### src/rtl/bin_dec_scan.sv
// rtl/bin_dec_scan.sv - registered binary-to-one-hot decoder with self-timed scan mode
// Optional: define BIN_DEC_ACTIVE_LOW_EN to drive y active-low (one-hot-zero).

module bin_dec_scan #(
  parameter int IN_W  = 4,
  parameter int OUT_N = 12,
  parameter int DIV_W = 16
) (
  input  logic             clk,
  input  logic             reset_n,
  input  logic             mode,
  input  logic [IN_W-1:0]  a,
  input  logic             in_valid,
  output logic             in_ready,
  input  logic [DIV_W-1:0] scan_div,
  output logic [OUT_N-1:0] y,
  output logic             y_valid,
  output logic             err,
  output logic [IN_W-1:0]  scan_idx
);

  typedef enum logic {ST_DIRECT, ST_SCAN} state_t;

  localparam logic [IN_W-1:0] LAST_CODE = IN_W'(OUT_N);

  state_t           state, state_n;
  logic [OUT_N-1:0] y_q, y_n;
  logic             y_valid_n;
  logic             err_n;
  logic [IN_W-1:0]  scan_idx_n;
  logic [DIV_W-1:0] presc, presc_n;
  logic [IN_W-1:0]  idx_inc;

  // Code k drives bit k-1; 0 and anything above OUT_N decode to all-inactive.
  function automatic logic [OUT_N-1:0] onehot(input logic [IN_W-1:0] code);
    logic [OUT_N-1:0] r;
    r = '0;
    for (int i = 0; i < OUT_N; i++) begin
      r[i] = (code == IN_W'(i + 1));
    end
    return r;
  endfunction

  assign in_ready = (state == ST_DIRECT) && !mode;
  assign idx_inc  = (scan_idx == LAST_CODE) ? IN_W'(1) : scan_idx + IN_W'(1);

  always_comb begin
    state_n    = state;
    y_n        = y_q;
    y_valid_n  = y_valid;
    err_n      = 1'b0;
    scan_idx_n = scan_idx;
    presc_n    = presc;
    case (state)
      ST_DIRECT: begin
        if (mode) begin
          state_n    = ST_SCAN;
          presc_n    = '0;
          scan_idx_n = IN_W'(1);
          y_n        = onehot(IN_W'(1));
          y_valid_n  = 1'b1;
        end else if (in_valid) begin
          y_n       = onehot(a);
          y_valid_n = 1'b1;
          err_n     = (a > LAST_CODE);
        end
      end
      ST_SCAN: begin
        if (!mode) begin
          state_n    = ST_DIRECT;
          y_n        = '0;
          y_valid_n  = 1'b0;
          scan_idx_n = '0;
          presc_n    = '0;
        end else if (presc >= scan_div) begin
          // ">=" so a divisor shrunk below the running count still wraps next edge.
          presc_n    = '0;
          scan_idx_n = idx_inc;
          y_n        = onehot(idx_inc);
        end else begin
          presc_n = presc + DIV_W'(1);
        end
      end
      default: state_n = ST_DIRECT;
    endcase
  end

  always_ff @(posedge clk or negedge reset_n) begin
    if (!reset_n) begin
      state    <= ST_DIRECT;
      y_q      <= '0;
      y_valid  <= 1'b0;
      err      <= 1'b0;
      scan_idx <= '0;
      presc    <= '0;
    end else begin
      state    <= state_n;
      y_q      <= y_n;
      y_valid  <= y_valid_n;
      err      <= err_n;
      scan_idx <= scan_idx_n;
      presc    <= presc_n;
    end
  end

`ifdef BIN_DEC_ACTIVE_LOW_EN
  assign y = ~y_q;
`else
  assign y = y_q;
`endif

endmodule

### config.mk
export PLATFORM = sky130hd
export DESIGN_NAME = bin_dec_scan
export DESIGN_NICKNAME = d
export VERILOG_FILES = /design/src/rtl/bin_dec_scan.sv
export SDC_FILE = /design/constraint.sdc
export NUM_CORES = 1
export LEC_CHECK = 0
export ABC_AREA = 0
export ABC_CLOCK_PERIOD_IN_PS = 3030
export CAP_MARGIN = 0
export CELL_PAD_IN_SITES_DETAIL_PLACEMENT = 0
export CELL_PAD_IN_SITES_GLOBAL_PLACEMENT = 1
export CORE_MARGIN = 2
export CORE_UTILIZATION = 40
export CTS_BUF_LIST = sky130_fd_sc_hd__clkbuf_4 sky130_fd_sc_hd__clkbuf_8 sky130_fd_sc_hd__clkbuf_16
export CTS_CLUSTER_DIAMETER = 100
export DETAILED_ROUTE_END_ITERATION = 8
export PLACE_DENSITY_LB_ADDON = 0.1
export SETUP_SLACK_MARGIN = 0.5
export SLEW_MARGIN = 10
export SYNTH_ARGS = -nofsm -noshare
export SYNTH_HDL_FRONTEND = slang
export SYNTH_SLANG_ARGS = --single-unit
### constraint.sdc
create_clock -name clk -period 3.03 [get_ports clk]
set_clock_uncertainty 0.05 [all_clocks]
set_input_delay 0.606 -clock clk [delete_from_list [all_inputs] [get_ports clk]]
set_output_delay 0.606 -clock clk [all_outputs]
set_load 0.02 [all_outputs]
==> run_results.csv, run 1 <==
group,metric,value,unit
placed_design,port_buffers,42,
yosys,synth_edf_count,0,
yosys,synthArstFlopShare,100,%
clocking,cts_buffers,5,
clocking,cts_root_buf,"clkbuf_8",
yosys,postSynthAreaPerCell,8.97,um^2
finish,antenna_cells,0,
routing,ant_nets,0,
power,total_leakage_power,1.56,nW
min_path,min_delay_path_depth,1,
routing,viasPerCell,5.50,
sta,min_period,2.66,ns
setup_path,rrSetupSlack,0.38,ns
global_routing,track_usage,21.2,%
global_routing,grt_pass1_vias,2302,
yosys,syn_nets,320,
yosys,synth_cells,275,
global_routing,grt_overflow_total,0,
finish,stdcell_count,419,
clocking,clk_path_buf_depth,2,
status,outcome,"complete, no violations",
sta,hold_viol,0,
clocking,cts_tree,"done",
floorplanning,coreArea,5960,um^2
setup_path,crit_slowest_cell,"or4_4",
finish,layout.nets,389,
finish,fin_area,3550,um^2
routing,wl_per_cell,16.4,um
yosys,synth-seq-cells,35,
floorplanning,ioPinCount,43,
finish,area_delta_synth_final,43.9,%
clocking,path_clk_slew,0.07,ns
floorplanning,die-width,82.5,um
yosys,yosysSeqAreaShare,35.5,%
setup_path,slowest_delay,0.54,ns
global_routing,grt_max_degree,36,
floorplanning,start_util,41.4,%
power,total_power,1.17,mW
setup_path,cp_max_fo,6,
global_routing,grt_antenna_before_repair,0,
setup_path,crit_path_end_kind,"register",
sta,timing.fmax,376,MHz
placed_design,dpl.hpwl,4700,um
min_path,min_path_type,"register to register",
routing,first_pass_iters,4,
clocking,cts.hold.buffers_added,0,
routing,drc,0,
sta,setup_viol,0,
yosys,ys.flop_type,"dfrtp_1",
yosys,yosysWarningCount,0,
floorplanning,die_h,82.5,um
run,maxCapViolations,0,
placed_design,routabilityCongestion,0.859,
finish,seq_area,881,um^2
finish,final_common_cell,"dfrtp_1",
clocking,ctsHtreeMaxLevel,2,
finish,final_cell_mix,"dfrtp_1, nand2_1, clkdlybuf4s50_1",
floorplanning,rows,28,
setup_path,arrival,2.78,ns
setup_path,ff2ff_path_depth,7,
power,ir_drop,0.195,mV
yosys,synth_cell_types,48,
yosys,synth_area,2470,um^2
sta,worst_pin_slew,0.622,ns
floorplanning,dieArea,6810,um^2
placed_design,placed_cell_area,3080,um^2
clocking,insertion_delay,0.28,ns
sta,slew_viol_final,0,
sta,final.setup.tns,0,ns
sta,min_period_over_period,87.8,%
placed_design,pre_cts_ws,-0.380,ns
setup_path,startpoint_type,"input pin",
finish,fillers,537,
sta,rsz0062_at_grt,"true",
setup_path,required,3.15,ns
placed_design,place_inst,394,
routing,vias,2303,
sta,slew-limit-headroom,58.2,%
setup_path,path_class,"input pin to register",
power,p_per_area,330,nW/um^2
finish,final_layout_size_suffix_gt1_share,29.7,%
global_routing,grt_pass1_wl,10900,um
routing,drt_iter0_drc,93,
finish,multi_input_area,1690,um^2
sta,fin_ws,0.369,ns
routing,drt-total-wl,6870,um
setup_path,crit_chain,"buf_4, inv_8, ha_4, nand4_1, or4_4, o32a_1, a21oi_4, clkbuf_16, mux2_4",
clocking,cts_num_sinks,35,
[synthesized netlist by cell type, types with 3 or more instances]
cell type / count / share of area, %
o21ai_0: 7 / 1.4
nor4_1: 5 / 1.3
nor3_1: 7 / 1.4
nand2b_1: 5 / 1.3
a22o_1: 3 / 1.1
clkbuf_1: 11 / 1.7
ha_1: 21 / 11
o22ai_1: 10 / 2.5
o211ai_1: 4 / 1.2
a31oi_1: 17 / 4.3
nand2_1: 28 / 4.3
or2_2: 3 / 0.76
inv_1: 24 / 3.7
nand3b_1: 8 / 2.4
mux2_4: 10 / 6.1
dfrtp_1: 35 / 35
nand3_1: 11 / 2.2
a21oi_1: 12 / 2.4
nor2_1: 15 / 2.3
nand4_1: 3 / 0.76
[final cells by class]
cell class / count / area share (%)
multi-input combinational: 202 / 47.5
sequential: 35 / 24.8
timing repair buffer: 76 / 19.8
inverter: 24 / 2.82
tap: 75 / 2.64
clock buffer: 6 / 2.33
clock inverter: 1 / 0.141
[sequential cells by signal (all words and copies together) (netlist names)]
signal and flops:
state 1, err 1, y 12, y_valid 1, presc 16, scan_idx 4
[where the power goes]
group	leakage [nW]	total, mW	switching, mW	internal, mW
registers	0.470	0.522	0.0335	0.488
clock network	0.0470	0.344	0.166	0.178
logic	1.04	0.305	0.152	0.152
[worst max-delay path, delay by kind of cell]
| kind | cells | cell delay [ns] |
|---|---|---|
| simple gates | 2 | 0.65 |
| compound gates | 2 | 0.65 |
| buf+inv | 3 | 0.33 |
| mux | 1 | 0.29 |
| fa+ha+maj | 1 | 0.25 |
[what timing repair did]
action,in CTS,in global routing
setup buffers,9,7
setup endpoints to repair,33,30
resized for setup,64,23
cloned,2,0
pin swaps,26,15
[routing by layer]
layer / track usage (%) / up-vias / wire [um]
li1: - / 1136 / -
met3: 3.91 / 17 / 221
met5: 0 / - / 0
met1: 26.3 / 1100 / 2970
met4: 9.18 / 0 / 237
met2: 35.9 / 50 / 3450
[path summary, 6_finish.rpt]
kind | endpoint | start
worst max-delay path | y[1]$_DFFE_PN0P_ | scan_div[11]
max in group asynchronous | presc[10]$_DFFE_PN0N_ | reset_n
worst max register to register | y[1]$_DFFE_PN0P_ | presc[9]$_DFFE_PN0N_
worst min-delay path | y[5]$_DFFE_PN0P_ | y[5]$_DFFE_PN0P_
min in group asynchronous | presc[15]$_DFFE_PN0N_ | reset_n
worst min register to register | y[5]$_DFFE_PN0P_ | y[5]$_DFFE_PN0P_
[metrics by stage]
stage               utilization, %  hold WS [ns]
floorplan                        -         0.260
detailed placement            51.8         0.442
global placement              51.8         0.444
finish                        59.6         0.467
global route                  59.6         0.487
CTS                           57.3         0.471
[cell families after synthesis]
| logic type | after synthesis | share of synthesized area (%) |
|---|---|---|
| AND/OR/NAND/NOR | 93 | 18.9 |
| multiplexers | 13 | 7.40 |
| adder cells (fa/ha/maj) | 21 | 10.6 |
| AO/OA/AOI/OAI | 73 | 20.1 |
| XOR/XNOR | 2 | 0.710 |
| buffers and inverters | 38 | 6.80 |
| flip-flops | 35 | 35.5 |
(Power assumes the default switching activity.)
==> run 2: changes to the inputs <==
- ABC_CLOCK_PERIOD_IN_PS: 3030 -> 2300
- CORE_UTILIZATION: 40 -> 36
- PLACE_DENSITY: default -> 0.85
- PLACE_DENSITY_LB_ADDON: 0.1 -> default
- clock period: 3.03 -> 2.3 ns (I/O delays scaled with it)
==> run 2 against run 1 <==
Hold slack got worse by 0.0031 ns. The run now ends with setup timing left. First-iteration DRC count down 7.5%. Utilization is 6.3 points lower. Critical path depth shrank 1. Clock power up 72%. Global-route usage is 2.3 points lower. Critical path type is now register to register.
==> run_results.csv, run 2 (synthesis gave the netlist of run 1 again) <==
group,metric,value,unit
clocking,cts_root_buf,"clkbuf_8",
status,violations,"setup timing",
floorplanning,ioPinCount,43,
min_path,min_delay_path_depth,1,
setup_path,ff2ff_path_depth,8,
setup_path,crit_chain,"ha_4, nand4_1, or4_1, o32a_1, a21oi_4, buf_6, buf_16, mux2_4",
finish,final_layout_size_suffix_gt1_share,27.8,%
setup_path,cp_max_fo,6,
routing,drt-total-wl,6540,um
finish,final_cell_mix,"buf_4, dfrtp_1, nand2_1",
routing,ant_nets,0,
setup_path,crit_slowest_cell,"or4_1",
global_routing,grt_max_degree,36,
routing,first_pass_iters,4,
routing,drc,0,
placed_design,port_buffers,42,
min_path,min_from,"y[7]$_DFFE_PN0P_",
clocking,path_clk_slew,0.08,ns
clocking,ctsHtreeMaxLevel,2,
power,ir_drop,0.279,mV
global_routing,grt_antenna_before_repair,0,
clocking,clk_path_buf_depth,2,
routing,wl_per_cell,15.0,um
global_routing,grt_pass1_wl,11300,um
finish,postLayoutCoreUtil,53.4,%
placed_design,place_inst,420,
clocking,insertion_delay,0.29,ns
sta,min_period,2.64,ns
sta,hold_ws,0.464,ns
setup_path,rrSetupSlack,-0.34,ns
clocking,cts_buffers,5,
sta,worst_pin_slew,0.484,ns
finish,top_register,"presc",
min_path,holdPathEnd,"y[7]$_DFFE_PN0P_",
floorplanning,die-width,86.8,um
setup_path,slowest_delay,0.53,ns
status,outcome,"finished with violations",
finish,final_common_cell,"buf_4",
global_routing,grt_pass1_vias,2500,
finish,antenna_cells,0,
floorplanning,rows,30,
min_path,min_path_type,"register to register",
floorplanning,die_h,86.8,um
clocking,cts_tree,"done",
placed_design,dpl.hpwl,4670,um
sta,min_period_over_period,115,%
clocking,cts_num_sinks,35,
placed_design,routabilityCongestion,0.867,
finish,area_delta_synth_final,45.3,%
setup_path,required,2.43,ns
placed_design,placed_cell_area,3250,um^2
routing,viasPerCell,5.44,
sta,rsz0062_at_grt,"true",
setup_path,r2r-end,"y[1]$_DFFE_PN0P_",
finish,stdcell_count,436,
floorplanning,start_util,36.7,%
finish,fin_area,3590,um^2
power,p_per_area,470,nW/um^2
global_routing,track_usage,18.9,%
finish,largest_reg_flops,16,
sta,setup_viol,32,
setup_path,path_class,"register to register",
sta,hold_viol,0,
setup_path,arrival,2.77,ns
run,maxCapViolations,0,
setup_path,startpoint_type,"register",
routing,vias,2373,
finish,fillers,621,
sta,timing.fmax,378,MHz
finish,layout.nets,400,
sta,slew_viol_final,0,
power,total_leakage_power,1.83,nW
sta,fin_ws,-0.343,ns
routing,drt_iter0_drc,86,
floorplanning,coreArea,6720,um^2
setup_path,crit_path_end_kind,"register",
sta,final.setup.tns,-8.04,ns
setup_path,rr_startpoint,"presc[9]$_DFFE_PN0N_",
sta,slew-limit-headroom,67.4,%
global_routing,grt_overflow_total,0,
floorplanning,dieArea,7530,um^2
run 2: how the worst max path moves through the flow:
stage,from,cells after the start,slack [ns],end
finish,presc[9]$_DFFE_PN0N_,8,-0.34,y[1]$_DFFE_PN0P_
global route,presc[9]$_DFFE_PN0N_,8,-0.43,y[8]$_DFFE_PN0P_
CTS,presc[9]$_DFFE_PN0N_,8,-0.35,y[1]$_DFFE_PN0P_
detailed placement,scan_div[11],9,-0.94,y[7]$_DFFE_PN0P_
global placement,scan_div[11],9,-0.92,y[7]$_DFFE_PN0P_
floorplan,scan_div[11],9,-0.30,y[0]$_DFFE_PN0P_
run 2: worst max-delay path, delay by kind of cell (launching register included):
family / cells / cell delay, ns
AND/OR/NAND/NOR: 2 / 0.63
AO/OA/AOI/OAI: 2 / 0.61
flip-flops: 1 / 0.42
multiplexers: 1 / 0.29
buffers and inverters: 2 / 0.25
adder cells (fa/ha/maj): 1 / 0.28
run 2: power breakdown:
part           switching [mW]  internal [mW]
clock                   0.241          0.351
sequential             0.0206          0.643
combinational           0.220          0.209
total                   0.481           1.20
run 2: final cells by class:
cell class                 instances  area [um^2]  share of cell area, %
clock inverter                     2         35.0                  0.977
sequential                        35          877                   24.5
clock buffer                       6         82.6                   2.30
inverter                          24          100                   2.79
multi-input combinational        202         1580                   43.9
tap                               80          100                   2.79
timing repair buffer              87          816                   22.7
run 2: repair_timing:
item                                    in CTS  in global routing
hold buffers                                 0                  0
setup buffers                                6                  1
pin swaps                                   19                  5
cloned                                       1                  0
endpoints found under the setup margin      38                 44
resized for setup                           53                 15
run 2: stage by stage:
| step | power [mW] | worst slack (ns) |
|---|---|---|
| detailed placement | 1.08 | -0.937 |
| floorplan | 0.886 | -0.297 |
| CTS | 1.70 | -0.345 |
| finish | 1.68 | -0.343 |
| global placement | 1.07 | -0.916 |
| global route | 1.78 | -0.434 |
run 2: per-layer routing:
metal | global-route usage (%) | vias up | share of wire (%)
met5 | 0 | - | 0
met4 | 6.68 | 0 | 1.2
met3 | 4.19 | 10 | 4.8
met2 | 33.5 | 75 | 52
met1 | 22.1 | 1129 | 42
li1 | - | 1159 | -
